[src/rtl/term_pkg.sv]
// Shared definitions for the character terminal controller: screen and VRAM
// geometry, controller state encoding and the control bytes it interprets.
package term_pkg;

    localparam int COLS_DEF  = 60;
    localparam int ROWS_DEF  = 17;

    // VRAM is a 64 x 32 character grid addressed as {row[4:0], col[5:0]}
    localparam int VRAM_COLS = 64;
    localparam int VRAM_ROWS = 32;
    localparam int COL_W     = 6;
    localparam int ROW_W     = 5;
    localparam int ADDR_W    = 11;

    typedef enum logic [1:0] {
        CLR_SCREEN = 2'd0,
        IDLE       = 2'd1,
        WRITE      = 2'd2,
        CLR_LINE   = 2'd3
    } state_t;

    localparam logic [7:0] CH_BS    = 8'h08;
    localparam logic [7:0] CH_TAB   = 8'h09;
    localparam logic [7:0] CH_LF    = 8'h0A;
    localparam logic [7:0] CH_FF    = 8'h0C;
    localparam logic [7:0] CH_CR    = 8'h0D;
    localparam logic [7:0] CH_SPACE = 8'h20;
    localparam logic [7:0] CH_DEL   = 8'h7F;

    // Everything from space upward except DEL lands in VRAM as a glyph
    function automatic logic is_printable(input logic [7:0] b);
        return (b >= CH_SPACE) && (b != CH_DEL);
    endfunction

endpackage

[src/rtl/term_ctrl.sv]
// Character terminal controller: takes a byte stream, writes glyphs into VRAM,
// interprets CR/LF/BS/TAB/FF and clears lines/screen on scroll or form feed.
module term_ctrl
    import term_pkg::*;
#(
    parameter int COLS = COLS_DEF,
    parameter int ROWS = ROWS_DEF
) (
    input  logic              i_clk,
    input  logic              i_rst,
    input  logic [7:0]        i_rx_data,
    input  logic              i_rx_valid,
    output logic              o_rx_ready,
    output logic [ADDR_W-1:0] o_vram_addr,
    output logic [7:0]        o_vram_data,
    output logic              o_vram_ce
);

    localparam logic [COL_W-1:0] LAST_COL = COL_W'(COLS - 1);
    localparam logic [ROW_W-1:0] LAST_ROW = ROW_W'(ROWS - 1);

    state_t            state_reg;
    logic [ROW_W-1:0]  row_reg;
    logic [COL_W-1:0]  col_reg;
    logic [ADDR_W-1:0] cnt_reg;

    logic [ROW_W-1:0]  row_adv;
    logic [COL_W-1:0]  col_inc;
    logic [COL_W:0]    tab_sum;
    logic [COL_W-1:0]  tab_col;
    logic [COL_W-1:0]  bs_col;
    logic              accept;

    always_comb begin
        row_adv = (row_reg == LAST_ROW) ? '0 : row_reg + 1'b1;
        col_inc = col_reg + 1'b1;
        // One extra bit so a tab from the last tab stop can exceed the row and be clamped
        tab_sum = {1'b0, col_reg | COL_W'(7)} + (COL_W+1)'(1);
        tab_col = (tab_sum > {1'b0, LAST_COL}) ? LAST_COL : tab_sum[COL_W-1:0];
        bs_col  = (col_reg == '0) ? col_reg : col_reg - 1'b1;
    end

    assign accept = i_rx_valid & o_rx_ready;

    always_ff @(posedge i_clk or posedge i_rst) begin
        if (i_rst) begin
            state_reg   <= CLR_SCREEN;
            row_reg     <= '0;
            col_reg     <= '0;
            cnt_reg     <= '0;
            o_vram_addr <= '0;
            o_vram_data <= CH_SPACE;
            o_vram_ce   <= 1'b0;
            o_rx_ready  <= 1'b0;
        end else begin
            case (state_reg)
                // cnt_reg is the next address to clear; done once 0x7FF has been written
                CLR_SCREEN: begin
                    if (o_vram_ce && (o_vram_addr == '1)) begin
                        state_reg   <= IDLE;
                        o_vram_ce   <= 1'b0;
                        o_vram_addr <= {row_reg, col_reg};
                        o_rx_ready  <= 1'b1;
                    end else begin
                        o_vram_ce   <= 1'b1;
                        o_vram_addr <= cnt_reg;
                        o_vram_data <= CH_SPACE;
                        cnt_reg     <= cnt_reg + 1'b1;
                    end
                end

                IDLE: begin
                    if (accept) begin
                        if (is_printable(i_rx_data)) begin
                            state_reg   <= WRITE;
                            o_rx_ready  <= 1'b0;
                            o_vram_ce   <= 1'b1;
                            o_vram_addr <= {row_reg, col_reg};
                            o_vram_data <= i_rx_data;
                        end else begin
                            case (i_rx_data)
                                CH_CR: begin
                                    col_reg     <= '0;
                                    o_vram_addr <= {row_reg, COL_W'(0)};
                                end
                                CH_LF: begin
                                    // First clear cycle is issued right away so the line clear is gap-free
                                    row_reg     <= row_adv;
                                    state_reg   <= CLR_LINE;
                                    o_rx_ready  <= 1'b0;
                                    o_vram_ce   <= 1'b1;
                                    o_vram_addr <= {row_adv, COL_W'(0)};
                                    o_vram_data <= CH_SPACE;
                                    cnt_reg     <= ADDR_W'(1);
                                end
                                CH_BS: begin
                                    col_reg     <= bs_col;
                                    o_vram_addr <= {row_reg, bs_col};
                                end
                                CH_TAB: begin
                                    col_reg     <= tab_col;
                                    o_vram_addr <= {row_reg, tab_col};
                                end
                                CH_FF: begin
                                    row_reg     <= '0;
                                    col_reg     <= '0;
                                    state_reg   <= CLR_SCREEN;
                                    o_rx_ready  <= 1'b0;
                                    o_vram_ce   <= 1'b1;
                                    o_vram_addr <= '0;
                                    o_vram_data <= CH_SPACE;
                                    cnt_reg     <= ADDR_W'(1);
                                end
                                default: ;
                            endcase
                        end
                    end
                end

                WRITE: begin
                    if (col_reg == LAST_COL) begin
                        col_reg     <= '0;
                        row_reg     <= row_adv;
                        state_reg   <= CLR_LINE;
                        o_vram_ce   <= 1'b1;
                        o_vram_addr <= {row_adv, COL_W'(0)};
                        o_vram_data <= CH_SPACE;
                        cnt_reg     <= ADDR_W'(1);
                    end else begin
                        col_reg     <= col_inc;
                        state_reg   <= IDLE;
                        o_vram_ce   <= 1'b0;
                        o_rx_ready  <= 1'b1;
                        o_vram_addr <= {row_reg, col_inc};
                    end
                end

                // Clears all 64 VRAM columns of the row, including the invisible ones
                CLR_LINE: begin
                    if (o_vram_addr[COL_W-1:0] == '1) begin
                        state_reg   <= IDLE;
                        o_vram_ce   <= 1'b0;
                        o_vram_addr <= {row_reg, col_reg};
                        o_rx_ready  <= 1'b1;
                    end else begin
                        o_vram_ce   <= 1'b1;
                        o_vram_addr <= {row_reg, cnt_reg[COL_W-1:0]};
                        o_vram_data <= CH_SPACE;
                        cnt_reg     <= cnt_reg + 1'b1;
                    end
                end

                default: state_reg <= CLR_SCREEN;
            endcase
        end
    end

endmodule

[config.mk]
export PLATFORM = sky130hd
export DESIGN_NAME = term_ctrl
export DESIGN_NICKNAME = d
export VERILOG_FILES = /design/src/rtl/term_pkg.sv /design/src/rtl/term_ctrl.sv
export SDC_FILE = /design/constraint.sdc
export NUM_CORES = 1
export LEC_CHECK = 0
export CORE_UTILIZATION = 60
export CTS_BUF_LIST = sky130_fd_sc_hd__clkbuf_2 sky130_fd_sc_hd__clkbuf_4 sky130_fd_sc_hd__clkbuf_8
export CTS_CLUSTER_DIAMETER = 60
export DETAILED_ROUTE_END_ITERATION = 12
export GPL_TIMING_DRIVEN = 0
export PLACE_DENSITY = 0.81
export SYNTH_ARGS = -nofsm -noshare
export SYNTH_HDL_FRONTEND = slang
export SYNTH_SLANG_ARGS = --single-unit
[constraint.sdc]
create_clock -name i_clk -period 4.5 [get_ports i_clk]
set_input_delay 0.675 -clock i_clk [delete_from_list [all_inputs] [get_ports i_clk]]
set_output_delay 0.675 -clock i_clk [all_outputs]
set_load 0.05 [all_outputs]
Word-level counts from Yosys, hierarchy flattened:

Cells that the tools add are included.

* memories kept: 0
* input bits: 11
* latch bits: 0
* bits in read-only memories: 0
* output and inout bits: 21
* register bits after elaboration: 45
* logic and storage cells: 113
* memory bits (writable): 0

* bitwise logic cells: 1
* muxes and demuxes: 55
* multiply operators: 0
* add/sub/neg operators: 5
* shift operators: 0
* reduce and logical (&&, ||, !) cells: 15
* magnitude comparators: 2
* div/mod/pow operators: 0
* equal/unequal tests: 27

Operators with widths (number)
* $mux 11: 10
* $pmux 11 s4: 2
* $pmux 11 s5: 1
* $mux 8: 6
* $eq 8x4->1 const B: 5
* $mux 6: 6
* $pmux 8 s4: 1
* $mux 5: 4
* $pmux 5 s2: 2
* $ne 2x2->1 const B: 9
* $pmux 6 s3: 1
* $reduce_and 5->1: 3
* $eq 6x6->1 const B: 2
* $mux 1: 12
* $pmux 6 s2: 1
* $add 11x1->11 const B: 1
* $eq 11x11->1 const B: 1
* $mux 2: 5
* $ge 8x6->1 const B: 1
* $ne 8x7->1 const B: 1
* $pmux 1 s4: 2
* $pmux 2 s4: 1
* $reduce_and 4->1: 2
* $add 6x1->7 const B: 1
* other kinds (20): 25

Longest topological paths before layout:

* word-level depth: 7
* depth in mapped cells: 9
* mapped depth without buffers: 8

Least setup slack after synthesis:

No wires, ideal clock.

* path kind: register -> register
* from: register o_vram_addr[1]
* to: register state_reg[0]
* library setup time: 130 ps
* slack: 2096 ps
* clock period less this slack: 2404 ps
* buffers on the path: 2
* arrival: 2274 ps
* data required time: 4370 ps
* stages on the path, launching flop included: 9
* cell sequence: dfrtp_1 -> nand4_1 -> or2_1 -> clkbuf_1 -> or2_2 -> buf_2 -> a211o_1 -> nor4_1 -> a21oi_1

* cells in the longest elaborated chain, start to end: 4
* elaborated cells between the ends (all ways): 6
* those cells by class: eq/ne: 4; reduce/logical: 2

Ends and longest elaborated chain
* start: declaration: line term_ctrl.sv:14 `output logic [ADDR_W-1:0] o_vram_addr,`
* start signal: assignment: line term_ctrl.sv:62 `o_vram_addr <= {row_reg, col_reg};`
* start signal: assignment: line term_ctrl.sv:66 `o_vram_addr <= cnt_reg;`
* start signal: assignment: line term_ctrl.sv:78 `o_vram_addr <= {row_reg, col_reg};`
* $eq 11x11->1: line term_ctrl.sv:59 `if (o_vram_ce && (o_vram_addr == '1)) begin`
* $logic_and 1x1->1: line term_ctrl.sv:59
* $ne 2x2->1 (no source line)
* $reduce_and 4->1 (no source line) *
* end signal: assignment: line term_ctrl.sv:60 `state_reg <= IDLE;`
* end signal: assignment: line term_ctrl.sv:75 `state_reg <= WRITE;`
* end signal: assignment: line term_ctrl.sv:89 `state_reg <= CLR_LINE;`
* end: declaration: line term_ctrl.sv:22 `state_t state_reg;`

Mark *: on every way between the ends. The rest lies on a longest branch, timed or not.
A chain may end at the register's enable or synchronous reset.

Worst setup path after layout:

* from: input i_rx_data[5]
* to: register col_reg[2]

* cells in the longest elaborated chain, start to end: 6
* elaborated cells between the ends (all ways): 15
* those cells by class: order compare: 1; eq/ne: 7; mux: 4; reduce/logical: 3

Ends and longest elaborated chain
* start: declaration: line term_ctrl.sv:11 `input logic [7:0] i_rx_data,`
* $eq 8x4->1: line term_ctrl.sv:81 `case (i_rx_data)`
* $reduce_or 2->1 (no source line)
* $pmux 6 s3: line term_ctrl.sv:81
* $mux 6: line term_ctrl.sv:74 `if (is_printable(i_rx_data)) begin`
* $mux 6: line term_ctrl.sv:73 `if (accept) begin`
* $pmux 6 s2: line term_ctrl.sv:56 `case (state_reg)`
* end signal: assignment: line term_ctrl.sv:97 `col_reg <= bs_col;`
* end signal: assignment: line term_ctrl.sv:101 `col_reg <= tab_col;`
* end signal: assignment: line term_ctrl.sv:130 `col_reg <= col_inc;`
* end: declaration: line term_ctrl.sv:24 `logic [COL_W-1:0] col_reg;`

Several ways; a longest one is shown, not always the timed one. The select of a mux whose other input is x is not followed.

==> impl_metrics.yaml <==
outcome:
  status: "finished clean"
pwr:
  irDropWorstVdd_mv: 0.172
  p_leak_uw: 0.00163
  power_density_nw_per_um2: 200
run:
  cap_viol_max_count: 0
placement:
  dp_hpwl_um: 6590
  place_inst: 501
  numPortBuffers: 29
  placed_area_um2: 3700
  gp_congestion: 0.917
hold_path:
  min_path_type: "flip-flop to flip-flop"
cells_and_area:
  multi_input_area_um2: 2000
  insertedDiodeCount: 0
  fillCellCount: 431
  nNetsFinal: 463
  drive_gt1_share_pct: 6.61
  ff_latch_area_um2: 1130
  fin_area_um2: 3820
  stdcell_count: 509
  synthToLayoutAreaGrowth_pct: 15.5
global_routing:
  antenna_found_initial: 0
  grt_pass1_wl_um: 14800
  grt.total_usage_pct: 31.7
  grt_pass1_vias: 3052
  grt_max_degree: 36
  grt_overflow_total: 0
setup_path:
  start_kind: "input port"
  cp.required_ps: 4670
  critPathMaxFanout: 8
  end_kind: "flip-flop"
  critical_path_arrival_ps: 3150
  worstSetupPathType: "input port to flip-flop"
clocking:
  numCtsBuffers: 5
  post-cts-setup-buffers: 0
  cts.repair.resized: 0
  cts_tree: "yes"
  path_clk_slew_ps: 80
  cts_buffer_depth: 2
  clock_sinks: 45
  cts-root-buf: "clkbuf_8"
  ctsHtreeMaxLevel: 2
  cts_hold_buf: 0
  clkLatencyLatePin_ps: 310
synth:
  synthXorXnorAreaFrac_pct: 1.06
  synth-adder-area-share_pct: 5.30
  synth_top_area_share_pct: 33.3
  synth_area_leader_cell: "dfrtp_1"
  syn_area_um2: 3300
  synth_mux_area_share_pct: 2.77
  synth_top_family_by_area: "compound AO/OA/AOI/OAI gates"
  synth.distinct_cells: 58
  synthCells: 401
  synth_async_sr_flop_share_pct: 100
  ys.flop_type: "dfrtp_1"
  synth_area_leaders: "dfrtp_1 (33%), o21ai_0 (6.4%), ha_1 (5.3%), nand2_1 (4.2%), nor2_1 (3.9%)"
  syn_avg_cell_area_um2: 8.24
  ys_seq_elements: 45
  synthSimpleGateAreaFrac_pct: 21.7
  ys_seq_area_share_pct: 34.1
  synth-compound-area-share_pct: 29.8
  yosysWarnings: 0
  synth_edf_count: 0
  synthesis.nets: 426
sta:
  timing.hold.ws_ps: 502
  relSlewSlack_pct: 40.3
  setup_tns_ps: 0
  finalCritPeriodShare_pct: 66.1
  max_freq_mhz: 336
  hold_viol: 0
  rsz0062_at_grt: "no"
  slew_violations: 0
  setup_viol: 0
  period_minus_slack_ps: 2970
  worst_clock_skew_ps: 10.8
  tightestPinTransition_ps: 884
drt:
  routedWlPerCell_um: 17.5
  avgViaCountPerCell: 6.59
  postRouteAntennaNets: 0
  totalWireLength_um: 8920
  drt_pass1_iterations: 5
  drc: 0
  num_vias: 3354
  drt_iter0_drc: 263
floorplan:
  die_h_um: 76.2
  die_x_um: 76.2
  die_area_um2: 5810
  boundaryPins: 32
  initial_core_util_pct: 63.5
  rows: 26
  core_area_um2: 5200
[worst paths after layout]
kind	depth (start not counted)	slack, ps	start	endpoint
setup / recovery	8	1530	i_rx_data[5]	col_reg[2]$_DFFE_PP0P_
hold / removal	2	500	o_vram_data[6]$_DFFE_PP0P_	o_vram_data[6]$_DFFE_PP0P_
setup reg to reg	7	1750	col_reg[1]$_DFFE_PP0P_	o_vram_data[0]$_DFFE_PP0P_
hold reg to reg	2	500	o_vram_data[6]$_DFFE_PP0P_	o_vram_data[6]$_DFFE_PP0P_
max in group asynchronous	3	3370	i_rst	o_vram_data[5]$_DFFE_PP1P_
min in group asynchronous	2	600	i_rst	o_vram_addr[7]$_DFFE_PP0P_
[power breakdown]
group          leakage (uW)  internal (uW)  switching (uW)
clock network     0.0000588            173             150
registers          0.000580            404               0
logic              0.000995           12.9            22.4
total               0.00163            590             172
[per-layer routing]
layer  routed length [um]  track usage (%)  part of all wire [%]
met4                  262             13.1                   2.9
met5                    0                0                     0
met1                 3930             42.6                    44
met2                 4100             51.2                    46
met3                  624             4.91                   7.0
[worst max-delay path, stage by stage]
cell             delay [ps]
clkdlybuf4s50_1         460
or3_1                   410
buf_6                   150
o41ai_1                 780
nand2b_1                290
o22ai_1                 110
a31oi_1                 200
a21oi_1                  60
[synthesized netlist by cell type (all sizes together), types with 3 or more instances]
cell,instances
a211o,5
nor2,35
or3,5
o22ai,4
and3,7
nand3,14
a221o,8
nand2b,14
a41oi,3
nand2,37
inv,16
nor3,6
a21oi,24
nand4,7
nor4,4
a22o,11
or2,3
ha,14
clkbuf,17
a211oi,4
o21a,3
xnor2,4
a31oi,9
o31ai,9
o21ai,49
mux2i,8
and4,3
dfrtp,44
buf,8
o41ai,4
[area by class of cell]
class	count	area share, %
flip-flops and latches	45	29.5
clock buffers	6	2.00
plain buffers	25	3.02
clock inverters	2	1.02
multi-input cells	315	52.4
repair buffers	30	8.13
well taps	70	2.30
inverters	16	1.57
[cells by family after synthesis]
logic type / after synthesis
AO/OA/AOI/OAI: 145
XOR/XNOR: 4
adder cells (fa/ha/maj): 14
buffers and inverters: 41
flip-flops: 45
multiplexers: 9
AND/OR/NAND/NOR: 143
[layout by cell type, fill, tap and decap left out, drive strengths merged, types with 6 or more instances in the layout]
cell / n
ha: 14
a221o: 8
o31ai: 9
nand4: 7
buf: 9
nor3: 6
nand2: 37
nand2b: 14
mux2i: 8
nand3: 14
dfrtp: 44
and3: 7
nor2: 35
o21ai: 49
a21oi: 24
clkdlybuf4s50: 29
a31oi: 9
a22o: 11
inv: 16
clkbuf: 23
[metrics by stage]
| stage | setup slack, ps | util (%) | total power, uW |
|---|---|---|---|
| 2_1_floorplan | 2100 | - | 430 |
| 3_3_place_gp | 1310 | 70.7 | 444 |
| 3_5_place_dp | 1310 | 71.1 | 447 |
| 4_1_cts | 1590 | 73.3 | 762 |
| 5_1_grt | 1420 | 73.3 | 780 |
| 6_report | 1530 | 73.3 | 762 |
(Power assumes the default switching activity.)
